## src/rtl/vga_timing_gen.sv

```systemverilog
// vga_timing_gen: VGA raster timing from a pixel-rate strobe (counters, syncs, DE, frame start).
// Ports: clk/i_rst (async, active-high)/i_sclr (sync clear)/i_en (pixel strobe) in;
//        o_x/o_y counters, o_hsync/o_vsync, o_de, o_frame_start out. All outputs registered.
// Latency: one clk from an enabled edge to updated outputs; no backpressure, i_en gaps only stretch time.
module vga_timing_gen #(
   parameter int H_ACTIVE = 640,
   parameter int H_FP     = 16,
   parameter int H_SYNC   = 96,
   parameter int H_BP     = 48,
   parameter int V_ACTIVE = 480,
   parameter int V_FP     = 10,
   parameter int V_SYNC   = 2,
   parameter int V_BP     = 33,
   parameter int SYNC_POL = 0,
   parameter int CNT_W    = 10
) (
   input  logic             clk,
   input  logic             i_rst,
   input  logic             i_sclr,
   input  logic             i_en,
   output logic [CNT_W-1:0] o_x,
   output logic [CNT_W-1:0] o_y,
   output logic             o_hsync,
   output logic             o_vsync,
   output logic             o_de,
   output logic             o_frame_start
);

   localparam int H_TOTAL = H_ACTIVE + H_FP + H_SYNC + H_BP;
   localparam int V_TOTAL = V_ACTIVE + V_FP + V_SYNC + V_BP;

   localparam logic [CNT_W-1:0] H_LAST = CNT_W'(H_TOTAL - 1);
   localparam logic [CNT_W-1:0] V_LAST = CNT_W'(V_TOTAL - 1);
   localparam logic [CNT_W-1:0] H_VIS  = CNT_W'(H_ACTIVE);
   localparam logic [CNT_W-1:0] V_VIS  = CNT_W'(V_ACTIVE);
   localparam logic [CNT_W-1:0] HS_BEG = CNT_W'(H_ACTIVE + H_FP);
   localparam logic [CNT_W-1:0] HS_END = CNT_W'(H_ACTIVE + H_FP + H_SYNC);
   localparam logic [CNT_W-1:0] VS_BEG = CNT_W'(V_ACTIVE + V_FP);
   localparam logic [CNT_W-1:0] VS_END = CNT_W'(V_ACTIVE + V_FP + V_SYNC);

   localparam logic SYNC_ACT = (SYNC_POL != 0);

   logic [CNT_W-1:0] x_q, y_q;
   logic [CNT_W-1:0] x_d, y_d;
   logic             hs_q, vs_q, de_q, fs_q;
   logic             hs_d, vs_d, de_d, fs_d;

   // Advanced raster position, used only on enabled edges. Level outputs are
   // decoded from this next position so they line up with the registered counters.
   always_comb begin
      x_d  = x_q + CNT_W'(1);
      y_d  = y_q;
      fs_d = 1'b0;
      if (x_q == H_LAST) begin
         x_d = '0;
         if (y_q == V_LAST) begin
            y_d  = '0;
            fs_d = 1'b1;
         end else begin
            y_d = y_q + CNT_W'(1);
         end
      end
      hs_d = ((x_d >= HS_BEG) && (x_d < HS_END)) ? SYNC_ACT : ~SYNC_ACT;
      vs_d = ((y_d >= VS_BEG) && (y_d < VS_END)) ? SYNC_ACT : ~SYNC_ACT;
      de_d = (x_d < H_VIS) && (y_d < V_VIS);
   end

   // Cleared state is position (0,0): visible, syncs idle, no frame-start pulse.
   always_ff @(posedge clk or posedge i_rst) begin
      if (i_rst) begin
         x_q  <= '0;
         y_q  <= '0;
         hs_q <= ~SYNC_ACT;
         vs_q <= ~SYNC_ACT;
         de_q <= 1'b1;
         fs_q <= 1'b0;
      end else if (i_sclr) begin
         x_q  <= '0;
         y_q  <= '0;
         hs_q <= ~SYNC_ACT;
         vs_q <= ~SYNC_ACT;
         de_q <= 1'b1;
         fs_q <= 1'b0;
      end else if (i_en) begin
         x_q  <= x_d;
         y_q  <= y_d;
         hs_q <= hs_d;
         vs_q <= vs_d;
         de_q <= de_d;
         fs_q <= fs_d;
      end else begin
         fs_q <= 1'b0;
      end
   end

   assign o_x           = x_q;
   assign o_y           = y_q;
   assign o_hsync       = hs_q;
   assign o_vsync       = vs_q;
   assign o_de          = de_q;
   assign o_frame_start = fs_q;

endmodule

```

## config.mk

```make
export PLATFORM = sky130hd
export DESIGN_NAME = vga_timing_gen
export DESIGN_NICKNAME = d
export VERILOG_FILES = /design/src/rtl/vga_timing_gen.sv
export SDC_FILE = /design/constraint.sdc
export NUM_CORES = 1
export LEC_CHECK = 0
export ABC_AREA = 1
export CORE_ASPECT_RATIO = 2
export CORE_UTILIZATION = 45
export CTS_CLUSTER_SIZE = 24
export DETAILED_ROUTE_END_ITERATION = 12
export GPL_ROUTABILITY_DRIVEN = 0
export PLACE_DENSITY = 0.69
export REMOVE_ABC_BUFFERS = 1
export SYNTH_ARGS = -nofsm -noshare
export SYNTH_HDL_FRONTEND = slang
export SYNTH_SLANG_ARGS = --single-unit
```

## constraint.sdc

```tcl
create_clock -name clk -period 4.4 [get_ports clk]
set_clock_uncertainty 0.05 [all_clocks]
set_input_delay 0.44 -clock clk [delete_from_list [all_inputs] [get_ports clk]]
set_output_delay 0.44 -clock clk [all_outputs]
set_load 0.01 [all_outputs]
```

==> summary.md <==
| Metric | Value |
|---|---|
| Status | finished, final reports clean |
| Layout cells sized above 1 | 10.9% |
| TritonCTS clock tree | yes |
| Drt pass-1 iters | 4 |
| Register area share after synthesis | 36.7% |
| Top-area cell type share of the netlist area | 31.9% |
| Synthesized instance count | 239 |
| Hold path depth | 2 |
| WP data required | 4560 ps |
| Critical Path Fanout Max | 8 |
| Synth warnings | 0 |
| Hold Crit Start | o_vsync$_DFFE_PP1P_ |
| Total GRT Usage | 25.2% |
| Antenna Violating Nets Remaining | 0 |
| Period minus WS final | 1960 ps |
| Largest buffer count on any clock path | 2 |
| Post-CTS setup buffers | 0 |
| Worst-case reg-to-reg path depth | 11 |
| Die H | 87.5 um |
| Post-detail-place hpwl | 3320 um |
| Core Footprint | 0.00345 mm^2 |
| Highest clock rate | 510 MHz |
| Number of cell rows | 30 |
| Yosys reg bits | 24 |
| H-tree levels | 1 |
| Crit start category | flip-flop |
| Leakage | 0.959 nW |
| Root Driver | clkbuf_8 |
| Worst vdd ir | 0.000162 V |
| Antenna violations before repair | 0 |
| Filler cell count | 361 |
| MaxCap Viol Count | 0 |
| Total die area | 0.00392 mm^2 |
| Setup WS pre-CTS | 2290 ps |
| Final wirelength | 4260 um |
| Ant diodes | 0 |
| Critical R2R Capture | o_vsync$_DFFE_PP1P_ |
| Largest net degree at the start of global routing | 25 |
| Area growth syn-to-layout | 22.7% |
| CP Capture Type | flip-flop |
| First-pass GRT wire length | 7220 um |
| Nets@finish | 275 |
| RSZ-0062 raised after global routing | no |
| Synth cell types | 29 |
| Vias in the first global route | 1,625 |
| Post-route cell area | 0.00202 mm^2 |
| Via count | 1,641 |
| Reg-to-reg startpoint | o_y[0]$_DFFE_PP0P_ |
| Placed Area | 0.00197 mm^2 |
| Num CTS Buffers | 3 |
| Fin. max-slew vios | 0 |
| Final Cycle Share | 44.6% |
| Clock sinks | 24 |
| Tot Pwr | 0.000402 W |
| DR DRC count | 0 |
| Initial Utilization | 47.7% |
| Final Hold Viols | 0 |
| CTS Hold Bufs | 0 |
| Worst setup path class | reg -> reg |
| Worst-path clk slew | 90 ps |
| Mapped Area | 0.00165 mm^2 |
| Post-synth top area cell | dfrtp_1 |
| Critical Path AT | 2120 ps |
| Syn Area/Cell | 6.89 um^2 |
| Final setup vio count | 0 |
| Ports | 28 |
| Final Worst Setup Slack | 2440 ps |
| Gr ovfl total | 0 |
| Synth area leaders | dfrtp_1, nand2_1, inv_1 |
| Die W | 44.8 um |
| Setup_tns | 0 ps |
| Port Buffer Count | 27 |
| Clock Latency Late Sink | 270 ps |
| Reg-to-reg slack, setup | 2440 ps |
| Worst Hold Endpoint | o_vsync$_DFFE_PP1P_ |
| Pwr/cell area | 199 mW/mm^2 |
| Via-to-Cell Ratio | 5.21 |
| WL per Instance | 13.5 um |
| Initial DRC Count | 43 |
| Worst-Margin Slew | 915 ps |
| Slew headroom | 39.0% |
| Worst hold path class | reg -> reg |
| Post_cts resized | 0 |
==> kinds of logic (layout without fill, tap and decap cells) <==
logic type	after synthesis	count (layout)	share of synthesized area [%]
compound gates	26	26	9.19
flops	24	24	36.7
buf+inv	44	72	10.4
simple gates	140	140	40.3
xor+xnor	2	2	1.06
fa+ha+maj	3	3	2.28
==> worst max-delay path by stage <==
stage / cells after the start / slack, ps / end / startpoint
after global routing: 11 / 2240 / o_vsync$_DFFE_PP1P_ / o_y[0]$_DFFE_PP0P_
after detailed placement: 8 / 2290 / o_hsync$_DFFE_PP1P_ / i_en
final: 11 / 2440 / o_vsync$_DFFE_PP1P_ / o_y[0]$_DFFE_PP0P_
after CTS: 11 / 2410 / o_vsync$_DFFE_PP1P_ / o_y[0]$_DFFE_PP0P_
after floorplan: 12 / 2720 / o_vsync$_DFFE_PP1P_ / o_x[0]$_DFFE_PP0P_
after global placement: 8 / 2330 / o_hsync$_DFFE_PP1P_ / i_en
==> power by group <==
part / internal, W / switching [W] / total [W]
sequential: 0.000223 / 0.00000302 / 0.000226
clock: 0.0000800 / 0.0000713 / 0.000151
combinational: 0.00000881 / 0.0000164 / 0.0000253
==> metrics by stage <==
step                      cells  util [%]  hold WS (ps)
final                       315      58.5           459
after global routing        315      58.5           483
after CTS                   315      58.5           462
after detailed placement    311      56.9           450
after global placement      311      56.9           449
after floorplan             236         -           402
==> flip-flops by register name, summed over array words and instances, names as in the netlist <==
register,flops
o_de,1
o_x,10
o_frame_start,1
o_vsync,1
o_hsync,1
o_y,10
==> layer usage <==
| metal | global-route usage, % | vias up | routed length (um) |
|---|---|---|---|
| met1 | 27.4 | 754 | 1640 |
| met2 | 46.1 | 42 | 2330 |
| li1 | - | 825 | - |
| met4 | 14.0 | 0 | 203 |
| met3 | 1.65 | 20 | 94 |
| met5 | 0 | - | 0 |
==> synthesized netlist by cell type <==
cell	count
a21oi_1	1
a31oi_1	1
clkbuf_1	3
clkinv_1	1
clkinv_2	1
clkinv_4	1
dfrtp_1	21
dfstp_2	3
ha_1	3
inv_1	34
inv_2	4
nand2_1	71
nand2_2	4
nand3_1	17
nand3_2	1
nand3_4	1
nand4_1	8
nand4_2	1
nand4_4	1
nor2_1	23
nor2_2	7
nor2_8	1
nor3_1	4
o211ai_1	1
o21ai_0	5
o21ai_1	4
o22ai_1	14
or2_1	1
xor2_1	2
==> worst max-delay path: stages (launching register included) <==
cell	delay [ps]
dfrtp_1	490
inv_2	150
ha_1	160
inv_1	40
nor2_1	140
nand4_2	200
nand3_1	150
nor2_1	50
nor2_1	210
nand3_1	110
nor2_1	110
nor2_1	50
==> final cells by class <==
class	instances	area [um^2]	area share [%]
clock buffers	4	55.1	2.72
inverters	41	160	7.93
multi-input cells	171	871	43.1
flip-flops and latches	24	604	29.9
well taps	48	60.1	2.97
repair buffers	27	270	13.4
==> layout by cell type, fill, tap and decap left out, drive strengths merged, types with 4 or more instances in the layout <==
master and n:
nand2 75, inv 38, nor2 31, clkdlybuf4s50 27, dfrtp 21, nand3 19, o22ai 14, nand4 10
o21ai 9, nor3 4, clkbuf 4
Power figures use the tool's default switching activity.
